==> config.mk <==
export PLATFORM = sky130hd
export DESIGN_NAME = rr_mem_arbiter
export DESIGN_NICKNAME = d
export VERILOG_FILES = /design/src/rtl/rr_mem_arbiter_pkg.sv /design/src/rtl/rr_mem_arbiter_picker.sv /design/src/rtl/rr_mem_arbiter.sv
export SDC_FILE = /design/constraint.sdc
export NUM_CORES = 1
export LEC_CHECK = 0
export BUFFER_PORTS_ARGS = -buffer_cell sky130_fd_sc_hd__clkbuf_2
export CAP_MARGIN = 10
export CORE_AREA = 3 3 547 549
export DETAILED_ROUTE_END_ITERATION = 6
export DIE_AREA = 0 0 550 552
export PLACE_DENSITY = 0.3
export REMOVE_ABC_BUFFERS = 1
export SLEW_MARGIN = 20
export SYNTH_ARGS = -nofsm -noshare
export SYNTH_HDL_FRONTEND = slang
export SYNTH_SLANG_ARGS = --single-unit
==> constraint.sdc <==
create_clock -name clk -period 1.7 [get_ports clk]
set_input_delay 0.085 -clock clk [delete_from_list [all_inputs] [get_ports clk]]
set_output_delay 0.085 -clock clk [all_outputs]
set_load 0.01 [all_outputs]
==> src/rtl/rr_mem_arbiter_pkg.sv <==


package arbiter_types;
  typedef enum logic [1:0] {
    IDLE = 2'd0,
    BUSY = 2'd1,
    DONE = 2'd2
  } arb_state_t;

  // Width of a port index; a single-port build still needs one bit.
  function automatic int idx_width(input int n);
    return (n <= 1) ? 1 : $clog2(n);
  endfunction
endpackage

==> src/rtl/rr_mem_arbiter_picker.sv <==
// Combinational round-robin picker: first pending port after last_grant,
// wrapping modulo NUM_PORTS.
module rr_priority_picker
  import arbiter_types::*;
#(
  parameter int NUM_PORTS = 2,
  localparam int IDX_W = idx_width(NUM_PORTS)
) (
  input  logic [NUM_PORTS-1:0] pending,
  input  logic [IDX_W-1:0]     last_grant,
  output logic [NUM_PORTS-1:0] grant,
  output logic [IDX_W-1:0]     grant_idx,
  output logic                 any
);

  logic [IDX_W-1:0] cand;

  always_comb begin
    grant     = '0;
    grant_idx = '0;
    any       = 1'b0;
    cand      = '0;
    for (int i = 1; i <= NUM_PORTS; i++) begin
      cand = IDX_W'((int'(last_grant) + i) % NUM_PORTS);
      if (!any && pending[cand]) begin
        any         = 1'b1;
        grant[cand] = 1'b1;
        grant_idx   = cand;
      end
    end
  end

endmodule

==> src/rtl/rr_mem_arbiter.sv <==
// N-port round-robin cache-line arbiter onto one memory port (IDLE/BUSY/DONE).
// Optional RR_ARBITER_WRITE_FIRST_EN restricts arbitration to writers when any exist.
module rr_mem_arbiter
  import arbiter_types::*;
#(
  parameter int NUM_PORTS  = 2,
  parameter int LINE_WIDTH = 256,
  parameter int ADDR_WIDTH = 32
) (
  input  logic                             clk,
  input  logic                             rst,
  input  logic [NUM_PORTS*ADDR_WIDTH-1:0]  req_address,
  input  logic [NUM_PORTS-1:0]             req_read,
  input  logic [NUM_PORTS-1:0]             req_write,
  input  logic [NUM_PORTS*LINE_WIDTH-1:0]  req_wdata,
  output logic [NUM_PORTS-1:0]             req_resp,
  output logic [LINE_WIDTH-1:0]            req_rdata,
  output logic [ADDR_WIDTH-1:0]            pmem_address,
  output logic                             pmem_read,
  output logic                             pmem_write,
  output logic [LINE_WIDTH-1:0]            pmem_wdata,
  input  logic [LINE_WIDTH-1:0]            pmem_rdata,
  input  logic                             pmem_resp,
  output arb_state_t                       dbg_state
);

  localparam int IDX_W = idx_width(NUM_PORTS);

  // Handshake: a port holds read/write, address and wdata until req_resp[i]
  // pulses (one cycle, in DONE), then drops the request the following cycle.
  arb_state_t           state;
  logic [IDX_W-1:0]     last_grant;
  logic [IDX_W-1:0]     grant_q;
  logic [NUM_PORTS-1:0] grant_vec_q;

  logic [NUM_PORTS-1:0] pending;
  logic [NUM_PORTS-1:0] cand;
  logic [NUM_PORTS-1:0] pick_vec;
  logic [IDX_W-1:0]     pick_idx;
  logic                 pick_any;
  logic                 pick_is_write;

  logic [ADDR_WIDTH-1:0] addr_arr  [NUM_PORTS];
  logic [LINE_WIDTH-1:0] wdata_arr [NUM_PORTS];

  for (genvar g = 0; g < NUM_PORTS; g++) begin : g_unpack
    assign addr_arr[g]  = req_address[g*ADDR_WIDTH +: ADDR_WIDTH];
    assign wdata_arr[g] = req_wdata[g*LINE_WIDTH +: LINE_WIDTH];
  end

  always_comb begin
    pending = req_read | req_write;
`ifdef RR_ARBITER_WRITE_FIRST_EN
    // Dirty-line write-backs drain ahead of fills.
    cand = (|req_write) ? req_write : pending;
`else
    cand = pending;
`endif
  end

  rr_priority_picker #(.NUM_PORTS(NUM_PORTS)) u_picker (
    .pending    (cand),
    .last_grant (last_grant),
    .grant      (pick_vec),
    .grant_idx  (pick_idx),
    .any        (pick_any)
  );

  // Read+write on one port resolves as a write.
  assign pick_is_write = |(pick_vec & req_write);
  assign dbg_state     = state;

  always_ff @(posedge clk) begin
    if (rst) begin
      state        <= IDLE;
      last_grant   <= IDX_W'(NUM_PORTS - 1);
      grant_q      <= '0;
      grant_vec_q  <= '0;
      req_resp     <= '0;
      req_rdata    <= '0;
      pmem_address <= '0;
      pmem_read    <= 1'b0;
      pmem_write   <= 1'b0;
      pmem_wdata   <= '0;
    end else begin
      case (state)
        IDLE: begin
          if (pick_any) begin
            grant_q      <= pick_idx;
            grant_vec_q  <= pick_vec;
            pmem_address <= addr_arr[pick_idx];
            pmem_wdata   <= wdata_arr[pick_idx];
            pmem_write   <= pick_is_write;
            pmem_read    <= !pick_is_write;
            state        <= BUSY;
          end
        end
        BUSY: begin
          if (pmem_resp) begin
            req_rdata  <= pmem_rdata;
            pmem_read  <= 1'b0;
            pmem_write <= 1'b0;
            req_resp   <= grant_vec_q;
            state      <= DONE;
          end
        end
        DONE: begin
          req_resp   <= '0;
          last_grant <= grant_q;
          state      <= IDLE;
        end
        default: state <= IDLE;
      endcase
    end
  end

`ifndef SYNTHESIS
  // A port asserting read and write together is a requester bug.
  a_no_dual_cmd: assert property (@(posedge clk) disable iff (rst)
    !(|(req_read & req_write)));
`endif

endmodule

[After elaboration in Yosys (flattened, before gate mapping)]
Index checks and enable logic that the tools add are counted.
W data, S select, Z words.
Cells by class
  add/subtract/negate cells: 2
  magnitude comparators: 5
  equal/unequal tests: 4
  muxes and demuxes: 30
  bitwise logic cells: 4
  reduce and logical (&&, ||, !) cells: 14
Operators with widths (count)
  $mux W256: 3
  $mux W32: 3
  $mux W1: 13
  $mux W2: 5
  $pmux W2 S2: 2
  $reduce_and A2 Y1: 4
  $lt A1 B2 Y1 const B: 2
  $ne A2 B2 Y1 const B: 2
  $or A2 B2 Y2: 2
  $pmux W1 S2: 2
  $reduce_bool A2 Y1: 2
  $logic_and A1 B1 Y1: 3
  $reduce_and A3 Y1: 1
  $add A1 B1 Y1 const B: 2
  $and A2 B2 Y2: 1
  $demux W1 S1: 2
  $eq A2 B1 Y1 const B: 1
  $eq A2 B2 Y1 const B: 1
  $ge A1 B1 Y1 const B: 2
  $ge A2 B2 Y1 const B: 1
  $logic_not A1 Y1: 2
  $logic_not A2 Y1: 1
  $not A1 Y2: 1
  $reduce_or A2 Y1: 1
Storage, ports and cells
  bits in registers: 554
  input port bits: 839
  output and inout port bits: 550
  word-level logic and storage cells: 69

[Depth between registers and ports, before layout]
Gate-level depths: netlist (run 1).
  depth in word-level cells: 13
  depth in mapped cells: 8

[Cells and area by module]
A second synthesis (run 1) with hierarchy kept.
Second synthesis, totals
  cell total of the unflattened synthesis: 2447
  area total of the unflattened synthesis: 21737.1 µm²
By module, submodules not included
  rr_mem_arbiter: times used 1, cells each 2442, area an instance 21704.6 µm², seq. area each 11090.6 µm²
  rr_priority_picker: times used 1, cells each 5, area an instance 32.5 µm², seq. area each 0.0 µm²

[Worst setup path before layout (run 1)]
No wires, ideal clock.
  path type: flip-flop to flip-flop
  from: reg state[1], in the netlist dbg_state[1]
  to: reg pmem_address[0]
  library setup time: 86 ps
  data arrival time: 1601 ps
  setup slack: 14 ps
  stages on the path, launching flop included: 9
  buffers on the path: 4
  period minus slack after synthesis: 1686 ps
  path through: dfxtp_1 buf_2 nor2_1 o31a_1 buf_2 buf_4 buf_2 nor2_1 a211oi_1
On the way
  cells in the longest elaborated chain, start to end: 2
RTL lines
  start, declared: line rr_mem_arbiter.sv:31  | arb_state_t state;
  start signal, assigned: line rr_mem_arbiter.sv:75  | state <= IDLE;
  start signal, assigned: line rr_mem_arbiter.sv:95  | state <= BUSY;
  start signal, assigned: line rr_mem_arbiter.sv:104  | state <= DONE;
  $logic_not A2 Y1: line rr_mem_arbiter.sv:86  | case (state)
  $reduce_and A2 Y1 (no source line)
  end signal, assigned: line rr_mem_arbiter.sv:91  | pmem_address <= addr_arr[pick_idx];
  end, declared: line rr_mem_arbiter.sv:18  | output logic [ADDR_WIDTH-1:0] pmem_address,
Every way passes these cells.
A chain may end at the register's enable or synchronous reset.

[Final worst setup path (run 1)]
  from: reg state[0], in the netlist dbg_state[0]
  to: reg pmem_address[27]
Same word-level chain as after synthesis.

==> results of run 1 <==
## sequential cells by signal (all words and copies together), names as in the netlist
signal and count:
req_resp 2, grant_vec_q 2, req_rdata 256, pmem_read 1, pmem_wdata 256, last_grant 1, dbg_state 2, pmem_write 1
grant_q 1, pmem_address 32
## per-layer routing
metal	global-route usage	vias to the layer above	wire, µm	part of all wire
li1	-	14020	-	-
met1	0.1262	13940	71460	0.40
met2	0.2027	1256	91230	0.50
met3	0.03118	240	13610	0.075
met4	0.02470	26	4414	0.024
met5	0	-	179	0.00099
## through the flow
step	power, mW	setup WS, ps	cells
final	43.79	-142.2	9068
after global routing	46.11	-147.4	9062
after floorplan	18.94	-6963	2518
after CTS	44.44	-85.74	9036
after global placement	23.62	-464.3	8003
after detailed placement	23.59	-452.2	8003
## kinds of logic (layout without fill, tap and decap cells)
family / count (synthesis) / after routing
compound gates: 849 / 849
buf+inv: 248 / 2611
flops: 554 / 554
other cells: 0 / 19
simple gates: 1115 / 1116
## placed cells by master (no fill, tap or decap), types with 20 or more instances in the layout
cell,count
clkbuf_2,1387
dlygate4sd3_1,848
nand2_1,806
dfxtp_1,551
a21oi_1,511
nor2_1,285
a211oi_1,241
buf_4,99
clkbuf_16,96
buf_12,58
a211oi_2,47
a21oi_2,35
buf_16,24
buf_6,24
clkbuf_1,21
clkbuf_8,20
## critical path, delay by kind of cell, from the launching register on
family	cells	cell delay, ps
AOI/OAI and AO/OA	3	390
buffers and inverters	3	650
DFF	1	330
and+or+nand+nor	1	190
## area by class of cell
| class | instances | area, µm² | share of cell area |
|---|---|---|---|
| clock buffer | 125 | 2456 | 0.05191 |
| clock inverter | 19 | 245.2 | 0.005183 |
| multi-input combinational | 1965 | 9726 | 0.2055 |
| sequential | 554 | 11090 | 0.2345 |
| antenna | 19 | 47.55 | 0.001005 |
| timing repair buffer | 2467 | 18840 | 0.3982 |
| tap | 3919 | 4903 | 0.1036 |
## worst min path at each step
stage          cells past startpoint                           to       startpoint
2_1_floorplan                      1    dbg_state[0]$_SDFFE_PP0P_              rst
6_report                           4  req_rdata[190]$_SDFFE_PP0P_  pmem_rdata[190]
3_3_place_gp                       3  req_rdata[222]$_SDFFE_PP0P_  pmem_rdata[222]
3_5_place_dp                       3   req_rdata[23]$_SDFFE_PP0P_   pmem_rdata[23]
5_1_grt                            4   req_rdata[56]$_SDFFE_PP0P_   pmem_rdata[56]
4_1_cts                            4   req_rdata[50]$_SDFFE_PP0P_   pmem_rdata[50]
## power by group
part	total [mW]	switching (mW)	internal, mW
Combinational	11.3	6.06	5.26
Sequential	14.9	0.729	14.2
Clock	17.6	7.02	10.6
## timing repair
| item | in CTS | in global routing |
|---|---|---|
| pin swaps | 29 | 34 |
| gates cloned | 18 | 14 |
| hold buffers | 848 | 1 |
| gates resized for setup | 117 | 100 |
| endpoints found under the hold margin | 552 | 1 |
| setup buffers | 25 | 1 |
| setup endpoints to repair | 289 | 329 |
==> metrics, run 1 <==
Slew Limit Headroom 0.4844; crit start category flip-flop; DRT Wirelength around 180000 µm; Clk Tree Root Cell clkbuf_16; largest net degree at the start of global routing 80; post-synthesis xor/xnor area fraction 0; Cell variety after synth 23; first-pass GRT wire length 241600 µm; DR DRC count 0; Vias 29490; GRT Total Usage 0.1109; Via density 3.252; Setup crit end kind flip-flop; die area 0.3036 mm²; Tightest Pin Transition around 770 ps; IO buf count between 1000 and 1500; die width about 550 µm; final worst-path setup slack -142.2 ps; post-layout util 0.1608; Detailed Routing Iterations Pass 1 7; final hold violations 0; failing checks negative setup slack; worst path cell trace nor2_4 -> buf_4 -> o31ai_4 -> buf_12 -> buf_12 -> a21oi_1 -> a211oi_2; Final period util 1.084; run status finished with violations; post-synthesis mux area share 0; fmax 542.8 MHz; PwrDens 925.5 mW/mm²; CTS sink count roughly 550; Die Y-Extent 552 µm; most frequent cells after synthesis nand2_1 (808), dfxtp_1 (554), a21oi_1 (551), nor2_1 (295), a211oi_1 (288); r2r endpoint pmem_address[27]$_SDFFE_PP0P_; H-tree levels 3; num ports approximately 1400; Fill cells between 30000 and 40000; fraction of registers with async set/reset 0; CP max FO 31; WL per Instance about 20 µm; CP Class reg2reg; final setup TNS -5848 ps; Reg clk slew, reported paths 60 ps; Cell Area, Synth roughly 0.021 mm²; clk buf depth 4; total gr overflow 0; dpl cell area between 0.03 and 0.04 mm²; Pins Over Slew Limit 0; Post-Syn Instances 2766; TritonCTS clock tree built; Max stage delay on crit path 330 ps; Ys Warns 0; largest cells by area after synthesis dfxtp_1 (52%), nand2_1 (14%), a21oi_1 (13%); reg2reg setup slack -140 ps; Post-Synth Simple-Gate Area 0.1973; clk_lat worst skew 760 ps; Setup crit start dbg_state[0]$_SDFFE_PP0P_; Final Critical Period 1842 ps; Synth Area in Adders 0; largest family of logic cells by synthesized area compound AO/OA/AOI/OAI gates; Worst R2R Start dbg_state[0]$_SDFFE_PP0P_; sequential fraction of the synthesis area 0.5192; final setup skew 43.52 ps; Starting DRT DRC Count 1480; worst path arrival time 2470 ps; Worst Hold Class in2reg; #FFs+latches synth about 550; post-synthesis compound-gate area fraction 0.2340; fin nets ~5900; Num CTS Buffers 84; layout cell share with drive strength beyond 1 0.3610; Area Growth Syn to Fin 121.5%; number of global-route vias before repair 30450; Rows 199; worst hold margin 102.8 ps; Synth top area share 0.5192; number of max-cap violations 0; Synth Area per Inst around 7.7 µm²; most frequent cell after synthesis nand2_1; Max VDD drop 0.5654 mV; LEAKAGE 20.42 nW; Starting Density 0.07258; final setup fails 119; core footprint ~0.29 mm²; worst endpoint required time 2320 ps; Final ANT Viol Nets 0; Most used DFF post-synth dfxtp_1; GP Congestion 0.8648; area leader, netlist dfxtp_1; Finished Cell Area 0.04732 mm²; initial antenna violation count 64; Worst Reg2Reg Path Length in Cells 7; most frequent CP cell buf_12; unrepaired setup endpoints after global routing true; critical path's slowest cell dfxtp_2; Post-synth EDFFs 0; Post-DP HPWL 141200 µm; Critical Path End pmem_address[27]$_SDFFE_PP0P_
Power figures use the tool's default switching activity.
==> run 2, diff against run 1 <==
RECOVER_POWER = 100   (was not set)
==> run 2 against run 1 <==
The flow still finishes with violations (negative setup slack). Sequential cell count unchanged. Critical path depth did not move. Global-route usage did not move. First-iteration DRC count fell by 1.6%. Register-to-register slack got worse by 40 ps. Via count grew 0.15%. Largest power group unchanged. Sequential power about the same. Sequential share of layout area is 0.10 points higher. Core utilization is 0.068 points lower. Worst hold slack barely moved. Design area fell by 0.42%. Die area did not move. Largest cell class unchanged.
==> metrics, run 2 (synthesis gave the netlist of run 1 again) <==
Die Y-Extent 552 µm; worst path arrival time 2500 ps; clock share of power 0.402; PwrDens 927.8 mW/mm²; WL met2 91300 µm; Switching Fraction 0.3161; number of max-cap violations 0; CP max FO 31; Reg clk slew, reported paths approximately 60 ps; core footprint 0.2943 mm²; Setup crit end kind flip-flop; GRT Total Usage 0.1109; num ports 1389; total gr overflow 0; Final period util 1.104; commonest non-fill, non-tap cell in the layout clkbuf_2; Tightest Pin Transition 768.9 ps; total power 43.71 mW; Sequential Power Share 0.341; final worst-path setup slack -177.5 ps; DR DRC count 0; largest net degree at the start of global routing 80; Starting DRT DRC Count 1456; H-tree levels 3; Via density 3.256; Final ANT Viol Nets 0; Max VDD drop 0.5699 mV; LEAKAGE around 20 nW; IO buf count 1388; routed length on met3 13690 µm; failing checks negative setup slack; Rows 199; Top Registers pmem_wdata x256, req_rdata x256, pmem_address x32; WL per Instance 19.97 µm; final setup skew 44.76 ps; Routed met1 length 71530 µm; Slew Limit Headroom 0.4874; final setup TNS -10920 ps; most frequent cells in the layout clkbuf_2 (1228), dlygate4sd3_1 (848), nand2_1 (806); number of global-route vias before repair 30450; Pins Over Slew Limit 0; clk_lat worst skew between 700 and 800 ps; clk buf depth 4; CP Class reg2reg; worst endpoint required time ~2300 ps; Num CTS Buffers 84; P_sw 13.82 mW; Post-Place Worst Slack -452.2 ps; Clk Tree Root Cell clkbuf_16; run status finished with violations; TritonCTS clock tree built; die area 0.3036 mm²; fin nets around 6000; first-pass GRT wire length 241600 µm; CTS sink count between 500 and 600; fmax between 500 and 600 MHz; reg2reg setup slack -180 ps; unrepaired setup endpoints after global routing true; Detailed Routing Iterations Pass 1 5; worst hold margin 102.5 ps; DRT Wirelength approximately 180000 µm; Worst Hold Class in2reg; final hold violations 0; layout cell share with drive strength beyond 1 0.3298; final setup fails 172; Gate power share 0.257; Post-DP HPWL 141200 µm; Vias 29530; initial antenna violation count 64; Final Critical Period ~1900 ps; crit start category flip-flop; Internal Dissipation 29.89 mW; die width ~550 µm; Area Growth Syn to Fin 120.6%; GP Congestion 0.8648; Top Metal Used met5; Starting Density 0.07258
## run 2: through the flow
step | cell area (µm²) | utilization | std cells
after CTS | 46560 | 0.1582 | 9036
after global placement | 34080 | 0.1158 | 8003
after floorplan | 20300 | - | 2518
after global routing | 47100 | 0.1600 | 9062
after detailed placement | 34080 | 0.1158 | 8003
final | 47120 | 0.1601 | 9069
## run 2: worst paths after layout
path	from	to	cells after the start
setup / recovery	dbg_state[0]$_SDFFE_PP0P_	pmem_address[27]$_SDFFE_PP0P_	7
hold / removal	pmem_rdata[190]	req_rdata[190]$_SDFFE_PP0P_	4
setup reg to reg	dbg_state[0]$_SDFFE_PP0P_	pmem_address[27]$_SDFFE_PP0P_	7
hold reg to reg	req_rdata[96]$_SDFFE_PP0P_	req_rdata[96]$_SDFFE_PP0P_	2
## run 2: cell type report
| type | count | area (µm²) |
|---|---|---|
| fillers | 33880 | 247200 |
| multi-input cells | 1965 | 9726 |
| clock inverters | 19 | 245.2 |
| clock buffers | 125 | 2456 |
| diodes | 20 | 50.05 |
| flip-flops and latches | 554 | 11090 |
| well taps | 3919 | 4903 |
| repair buffers | 2467 | 18640 |
## run 2: layer usage
metal  GRT usage  vias to the layer above
met4     0.02470                       26
met5           0                        -
met3     0.03118                      237
met2      0.2027                     1282
li1            -                    14020
met1      0.1262                    13970
## run 2: worst max-delay path, cell delays in order (launching register included)
cell      delay, ps
dfxtp_2         330
nor2_4          210
buf_4           180
o31ai_4          70
buf_12          190
buf_12          280
a21oi_1         200
a211oi_2        110
## run 2: power groups by stage
| stage | sequential [mW] | clock (mW) | combinational [mW] |
|---|---|---|---|
| 3_3_place_gp | 15.2 | 0 | 8.46 |
| 5_1_grt | 15.0 | 18.8 | 12.2 |
| 3_5_place_dp | 15.2 | 0 | 8.43 |
| 2_1_floorplan | 15.5 | 0 | 3.41 |
| 6_report | 14.9 | 17.6 | 11.2 |
| 4_1_cts | 14.9 | 18.4 | 11.2 |
## run 2: repair_timing
| action | CTS | global route |
|---|---|---|
| gates resized for setup | 117 | 100 |
| pin swaps | 29 | 34 |
| endpoints found under the setup margin | 289 | 329 |
| hold buffers | 848 | 1 |
| gates cloned | 18 | 14 |
| setup buffers | 25 | 1 |
| endpoints found under the hold margin | 552 | 1 |
